===== src/rtl/log2_if.sv =====
// log2_if: operand/result bundle; master drives in_valid/num, slave returns out_valid/degree/ceil_degree/is_pow2/zero
interface log2_if #(
  parameter int WIDTH = 8,
  parameter int DEG_W = 3
);
  logic             in_valid;
  logic [WIDTH-1:0] num;
  logic             out_valid;
  logic [DEG_W-1:0] degree;
  logic [DEG_W:0]   ceil_degree;
  logic             is_pow2;
  logic             zero;
  modport master (output in_valid, num, input out_valid, degree, ceil_degree, is_pow2, zero);
  modport slave  (input in_valid, num, output out_valid, degree, ceil_degree, is_pow2, zero);
endinterface


===== src/rtl/log2.sv =====
// log2: registered floor/ceil log2 encoder; ports clk, rst_n (async active-low), bus (log2_if.slave: in_valid/num in, out_valid/degree/ceil_degree/is_pow2/zero out)
module log2 #(
  parameter int WIDTH = 8,
  parameter int DEG_W = 3
) (
  input  logic   clk,
  input  logic   rst_n,
  log2_if.slave  bus
);
  logic             out_valid_d, out_valid_q;
  logic [DEG_W-1:0] degree_d, degree_q, enc;
  logic [DEG_W:0]   ceil_degree_d, ceil_degree_q;
  logic             is_pow2_d, is_pow2_q, zero_d, zero_q, nz, p2;
  always_comb begin
    enc = '0;
    for (int i = 0; i < WIDTH; i++) if (bus.num[i]) enc = DEG_W'(i);
    nz = |bus.num;
    p2 = nz && ((bus.num & (bus.num - WIDTH'(1))) == '0);
    out_valid_d = bus.in_valid;
    degree_d = bus.in_valid ? enc : degree_q;
    ceil_degree_d = bus.in_valid ? ({1'b0, enc} + ((nz && !p2) ? (DEG_W+1)'(1) : '0)) : ceil_degree_q;
    is_pow2_d = bus.in_valid ? p2 : is_pow2_q;
    zero_d = bus.in_valid ? !nz : zero_q;
  end
  always_ff @(posedge clk or negedge rst_n) begin
    if (!rst_n) begin
      out_valid_q <= 1'b0;
      degree_q <= '0;
      ceil_degree_q <= '0;
      is_pow2_q <= 1'b0;
      zero_q <= 1'b0;
    end else begin
      out_valid_q <= out_valid_d;
      degree_q <= degree_d;
      ceil_degree_q <= ceil_degree_d;
      is_pow2_q <= is_pow2_d;
      zero_q <= zero_d;
    end
  end
  assign bus.out_valid = out_valid_q;
  assign bus.degree = degree_q;
  assign bus.ceil_degree = ceil_degree_q;
  assign bus.is_pow2 = is_pow2_q;
  assign bus.zero = zero_q;
endmodule


===== src/flat_wrapper.sv =====
// flat-port wrapper written by rule: the top's interface ports become plain ports
module log2_flat 
#(
  parameter int WIDTH = 8,
  parameter int DEG_W = 3
)
  (clk, rst_n, bus_in_valid, bus_num, bus_out_valid, bus_degree, bus_ceil_degree, bus_is_pow2, bus_zero);
  log2_if #(.WIDTH(WIDTH), .DEG_W(DEG_W)) bus_i ();
  input  logic clk;
  input  logic rst_n;
  input wire logic [$bits(bus_i.in_valid)-1:0] bus_in_valid;
  input wire logic [$bits(bus_i.num)-1:0] bus_num;
  output wire logic [$bits(bus_i.out_valid)-1:0] bus_out_valid;
  output wire logic [$bits(bus_i.degree)-1:0] bus_degree;
  output wire logic [$bits(bus_i.ceil_degree)-1:0] bus_ceil_degree;
  output wire logic [$bits(bus_i.is_pow2)-1:0] bus_is_pow2;
  output wire logic [$bits(bus_i.zero)-1:0] bus_zero;
  assign bus_i.in_valid = bus_in_valid;
  assign bus_i.num = bus_num;
  assign bus_out_valid = bus_i.out_valid;
  assign bus_degree = bus_i.degree;
  assign bus_ceil_degree = bus_i.ceil_degree;
  assign bus_is_pow2 = bus_i.is_pow2;
  assign bus_zero = bus_i.zero;
  log2 #(.WIDTH(WIDTH), .DEG_W(DEG_W)) u_core (.clk(clk), .rst_n(rst_n), .bus(bus_i));
endmodule

===== config.mk =====
export PLATFORM = sky130hd
export DESIGN_NAME = log2_flat
export DESIGN_NICKNAME = d
export VERILOG_FILES = /design/src/rtl/log2_if.sv /design/src/rtl/log2.sv /design/src/flat_wrapper.sv
export SDC_FILE = /design/constraint.sdc
export NUM_CORES = 1
export LEC_CHECK = 0
export ABC_AREA = 1
export BUFFER_PORTS_ARGS = -buffer_cell sky130_fd_sc_hd__buf_4
export CORE_MARGIN = 1
export CORE_UTILIZATION = 30
export CTS_BUF_LIST = sky130_fd_sc_hd__clkbuf_4 sky130_fd_sc_hd__clkbuf_8
export DETAILED_ROUTE_END_ITERATION = 8
export HOLD_SLACK_MARGIN = 0.08
export PLACE_DENSITY_LB_ADDON = 0.15
export SYNTH_ARGS = -nofsm -noshare
export SYNTH_HDL_FRONTEND = slang
export SYNTH_SLANG_ARGS = --single-unit

===== constraint.sdc =====
create_clock -name clk -period 1.7 [get_ports clk]
set_clock_uncertainty 0.05 [all_clocks]
set_input_delay 0.34 -clock clk [delete_from_list [all_inputs] [get_ports clk]]
set_output_delay 0.34 -clock clk [all_outputs]
set_load 0.03 [all_outputs]

==> results_dict.tcl, run 1 <==
set metrics [dict create \
    drive_gt1_frac 0.333 \
    seq_area_frac_synth 0.447 \
    p_leak_nw 0.448 \
    crit_fanout 4 \
    synth_fa_ha_area_frac 0.0447 \
    finalWirelength_mm 1.10 \
    die-area_mm2 0.00204 \
    worst_skew_pair.late_latency_ns 0.26 \
    finalSetupViolCount 0 \
    clock-sinks 10 \
    synth.area.mux_share 0 \
    core_area_mm2 0.00175 \
    grt_pass1_vias 456 \
    drv_slew 0 \
    wire_per_inst_um 8.48 \
    initial_core_util 0.320 \
    synth-edff-count 0 \
    fin_ws_ns 0.223 \
    synth-main-ff-cell "dfrtp_1" \
    fin_crit_sh 0.869 \
    cts.path.max_buffers 2 \
    vias 533 \
    status "complete, no violations" \
    htreeDepth 1 \
    ir_drop_mv 0.565 \
    hold_violations 0 \
    endpoint_kind "register" \
    synth_nets 90 \
    cts_buffers 3 \
    cap_violations 0 \
    synthSimpleGateAreaFrac 0.345 \
    synth_compound_gate_area_share 0.0716 \
    holdCritPathClass "input pin to register" \
    via_per_inst 4.10 \
    grt_max_degree 11 \
    place_congestion 0.788 \
    place_inst 125 \
    synth_cell_types 15 \
    cp.required_ns 1.80 \
    antenna_cells 0 \
    netlist_area_um2 559 \
    die_x_um 45.2 \
    worst_slew_pin_slew_ns 0.245 \
    antenna_found_initial 0 \
    fin_area_um2 812 \
    ios 21 \
    grt_pass1_wl_mm 1.86 \
    max-slew-margin-rel 0.835 \
    rsz0062_at_grt "false" \
    synth_xor_area_frac 0.0157 \
    fill_cells 189 \
    fin_nets 119 \
    max_freq_mhz 677 \
    num_rows 15 \
    dpl_worst_slack_ns -0.0771 \
    instances_no_fill 130 \
    synth_top_family_by_area "simple AND/OR/NAND/NOR gates" \
    synth_area_leaders "dfrtp_1 45%, nand2_1 22%, inv_1 6.0%, nor2_1 5.4%, ha_1 4.5%" \
    path_class "input pin to register" \
    drt_pre_antenna_iters 3 \
    utilization 0.465 \
    die_h_um 45.2 \
    clkTransAtPathRegs_ns 0.07 \
    portBuffers 20 \
    cts_root_buf "clkbuf_4" \
    fin_crit_ns 1.48 \
    tns_ns 0 \
    synth_area_per_cell_um2 7.26 \
    synthArstFlopShare 1.00 \
    synth_top_area_cell "dfrtp_1" \
    hpwl_um 909 \
    drc_errors 0 \
    synth_top_area_frac 0.447 \
    synth_seq_cells 10 \
    grtUsageTotal 0.131 \
    powerDensity_mw_per_mm2 813 \
    place_area_um2 766 \
    cts_tree "done" \
    critPathArrivalTime_ns 1.57 \
    drtIter0Drc 8 \
    detail-route-antenna-nets 0 \
    postSynthCellCount 77 \
    syn2layout_area_growth_pct 45.2 \
    yosysWarnings 0 \
    synthTopCellsByCount "33 x nand2_1, 10 x dfrtp_1, 9 x inv_1" \
    synth.most_common_cell "nand2_1" \
    gr-total-overflow 0 \
    critPathLaunchType "input pin" \
]
-- final timing paths --
| path | end | start | slack, ns | cells past startpoint |
|---|---|---|---|---|
| max | u_core.bus.ceil_degree[2] | bus_num[3] | 0.22 | 11 |
| min | u_core.bus.out_valid | bus_in_valid | 0.20 | 1 |
| max reg2reg | u_core.bus.ceil_degree[3] | u_core.bus.ceil_degree[3] | 1.01 | 2 |
| min reg2reg | u_core.bus.ceil_degree[1] | u_core.bus.ceil_degree[1] | 0.42 | 2 |
| max in group asynchronous | u_core.bus.zero | rst_n | 1.07 | 2 |
| min in group asynchronous | u_core.bus.ceil_degree[3] | rst_n | 0.38 | 2 |
-- worst max-delay path, cell delays in order --
cell and delay (ns):
buf_4 0.12, nor2_2 0.15, inv_1 0.05, nand2_1 0.05
nand3_1 0.09, nor2_2 0.13, inv_1 0.05, ha_1 0.19
ha_1 0.19, xnor2_1 0.14, o21ai_0 0.08
-- area by class of cell --
| type | instances | area (µm²) | share of cell area |
|---|---|---|---|
| clock buffers | 4 | 36.3 | 0.0447 |
| inverters | 10 | 37.5 | 0.0462 |
| multi-input cells | 56 | 267 | 0.328 |
| flip-flops and latches | 10 | 250 | 0.308 |
| well taps | 25 | 31.3 | 0.0385 |
| repair buffers | 25 | 190 | 0.234 |
-- metrics by stage --
stage / power (W) / hold WS, ns
3_3_place_gp: 0.000454 / 0.124
5_1_grt: 0.000703 / 0.189
6_report: 0.000660 / 0.199
4_1_cts: 0.000672 / 0.196
2_1_floorplan: 0.000376 / -0.00559
3_5_place_dp: 0.000455 / 0.126
-- logic make-up after synthesis --
group,Yosys count
xor gates and xnor gates,1
adders and majority gates,2
and+or+nand+nor,47
buffers and inverters,11
DFF,10
AOI/OAI and AO/OA,6
-- cells in the final DEF, fill, tap and decap left out --
cell type / n
inv_2: 1
dlygate4sd3_1: 1
o21bai_1: 1
buf_4: 24
ha_1: 2
xnor2_1: 1
o21ai_2: 1
nand2_1: 33
nand3_1: 2
nand3_2: 1
a21oi_2: 1
dfrtp_1: 10
inv_1: 9
clkbuf_8: 1
clkbuf_4: 3
nor2_2: 3
nor2_1: 8
o21ai_0: 3
-- metal layers --
layer	global-route usage	vias to the layer above	routed length, µm
li1	-	291	-
met1	0.157	228	549
met2	0.200	14	491
met3	0.0720	0	62
met4	0.0364	0	0
met5	0	-	0
-- flip-flops by register name (all words and copies together), names as in the netlist --
name	count
u_core.bus.zero	1
u_core.bus.ceil_degree	4
u_core.bus.out_valid	1
u_core.bus.degree	3
u_core.bus.is_pow2	1
-- repair_timing --
item	4_1_cts	5_1_grt
hold buffers	1	0
endpoints found under the setup margin	0	0
gates resized for setup	0	0
buffers inserted	0	0
hold endpoints to repair	10	0
-- power by group --
part | internal, W | leakage, nW | switching, W
registers | 0.000260 | 0.122 | 0.0000110
clock network | 0.000130 | 0.0210 | 0.0000798
logic | 0.0000739 | 0.305 | 0.000106
Power figures use the tool's default switching activity.
==> run 2: changes to the inputs <==
--- a/config.mk
+++ b/config.mk
@@ -13,6 +13,8 @@
 export DETAILED_ROUTE_END_ITERATION = 8
 export HOLD_SLACK_MARGIN = 0.08
 export PLACE_DENSITY_LB_ADDON = 0.15
+export RECOVER_POWER = 100
+export SLEW_MARGIN = 20
 export SYNTH_ARGS = -nofsm -noshare
 export SYNTH_HDL_FRONTEND = slang
 export SYNTH_SLANG_ARGS = --single-unit
==> results_dict.tcl, run 2 (synthesis results as in run 1) <==
set metrics [dict create \
    status "complete, no violations" \
    reg2reg_slack_ns 1.01 \
    rsz0062_at_grt "false" \
    drv_slew 0 \
    htreeDepth 1 \
    cts_tree "done" \
    fin_crit_sh 0.870 \
    critPathLaunch "bus_num[3]" \
    postCtsSetupBuffers 0 \
    die-area_mm2 0.00204 \
    finalSetupViolCount 0 \
    drtIter0Drc 7 \
    endpoint_kind "register" \
    via_per_inst 4.11 \
    whs_ns 0.292 \
    cts.path.max_buffers 2 \
    largest_reg_flops 4 \
    num_rows 15 \
    clock-sinks 10 \
    drive_gt1_frac 0.181 \
    grt_pass1_vias 456 \
    drc_errors 0 \
    layout_commonest_cell "nand2_1" \
    antenna_found_initial 0 \
    critPathArrivalTime_ns 1.58 \
    highest_layer "met3" \
    crit_chain "buf_4 -> nor2_2 -> nand2_1 -> o21ai_2 -> nand2_1 -> nor2_2 -> inv_1 -> ha_1 -> ha_1 -> xnor2_1 -> o21ai_0" \
    finalWirelength_mm 1.10 \
    initial_core_util 0.320 \
    vias 534 \
    fill_cells 200 \
    ios 21 \
    core_area_mm2 0.00175 \
    antenna_cells 0 \
    slowest_delay_ns 0.19 \
    reg2reg_from "u_core.bus.ceil_degree[3]" \
    grtUsageTotal 0.131 \
    fin_crit_ns 1.48 \
    powerDensity_mw_per_mm2 845 \
    ir_drop_mv 0.540 \
    wl_met2_um 481 \
    fin_nets 119 \
    detail-route-antenna-nets 0 \
    die_h_um 45.2 \
    p_leak_nw 0.394 \
    die_x_um 45.2 \
    path_buf_inv 2 \
    crit_fanout 4 \
    place_area_um2 766 \
    portBuffers 20 \
    hold_violations 0 \
    cp-endpoint "u_core.bus.ceil_degree[2]" \
    worstReg2RegEnd "u_core.bus.ceil_degree[3]" \
    wl_met3_um 69 \
    worst_slew_pin_slew_ns 0.528 \
    cap_violations 0 \
    met1Wirelength_um 547 \
    crit_cells 11 \
    drt_pre_antenna_iters 4 \
    hpwl_um 909 \
    r2r_cells 2 \
    cp.required_ns 1.80 \
    critPathLaunchType "input pin" \
    max_freq_mhz 677 \
    grt_pass1_wl_mm 1.86 \
    max-slew-margin-rel 0.648 \
    syn2layout_area_growth_pct 34.2 \
    slowest_stage "ha_1" \
    gr-total-overflow 0 \
    final_cell_mix "33 x nand2_1, 14 x clkbuf_1, 10 x dfrtp_1" \
    fin_area_um2 751 \
    holdCritPathClass "input pin to register" \
    cts_root_buf "clkbuf_4" \
    worst_skew_pair.late_latency_ns 0.26 \
    wire_per_inst_um 8.45 \
    cts_buffers 3 \
    clkTransAtPathRegs_ns 0.07 \
    place_congestion 0.788 \
    grt_max_degree 11 \
    crit_family "simple AND/OR/NAND/NOR gates" \
    path_class "input pin to register" \
]
==> run 2: area by class of cell <==
type | count | area [µm²] | share of cell area
Multi-Input combinational cell | 56 | 258 | 0.343
Timing Repair Buffer | 25 | 138 | 0.183
Sequential cell | 10 | 250 | 0.333
Tap cell | 25 | 31.3 | 0.0417
Inverter | 10 | 37.5 | 0.0500
Clock buffer | 4 | 36.3 | 0.0483
==> run 2: worst min-delay path by stage <==
stage / slack (ns) / depth (start not counted) / start / endpoint
3_5_place_dp: 0.13 / 1 / rst_n / u_core.bus.ceil_degree[3]
5_1_grt: 0.30 / 1 / bus_in_valid / u_core.bus.out_valid
6_report: 0.29 / 1 / bus_in_valid / u_core.bus.out_valid
2_1_floorplan: -0.006 / 0 / rst_n / u_core.bus.ceil_degree[0]
3_3_place_gp: 0.12 / 1 / rst_n / u_core.bus.ceil_degree[3]
4_1_cts: 0.20 / 1 / bus_in_valid / u_core.bus.out_valid
==> run 2: layer usage <==
metal	track usage	vias to the layer above
met5	0	-
met4	0.0364	0
met3	0.0720	0
met2	0.200	14
met1	0.157	228
li1	-	292
==> run 2: through the flow <==
stage / power, W / worst slack [ns] / cells / util / TNS (ns)
2_1_floorplan: 0.000376 / 0.157 / 77 / - / 0
3_3_place_gp: 0.000454 / -0.0284 / 125 / 0.439 / -0.0461
3_5_place_dp: 0.000455 / -0.0771 / 125 / 0.439 / -0.121
4_1_cts: 0.000672 / 0.206 / 130 / 0.465 / 0
5_1_grt: 0.000676 / 0.0275 / 130 / 0.430 / 0
6_report: 0.000634 / 0.222 / 130 / 0.430 / 0
==> run 2: where the power goes <==
part           switching (W)  internal [W]
registers          0.0000104      0.000260
logic               0.000104     0.0000501
clock network      0.0000796      0.000130
==> run 2: timing repair <==
action                     in CTS  in global routing
resized for setup               0                  0
hold buffers                    1                  0
setup endpoints to repair       0                  0
hold endpoints to repair       10                  0
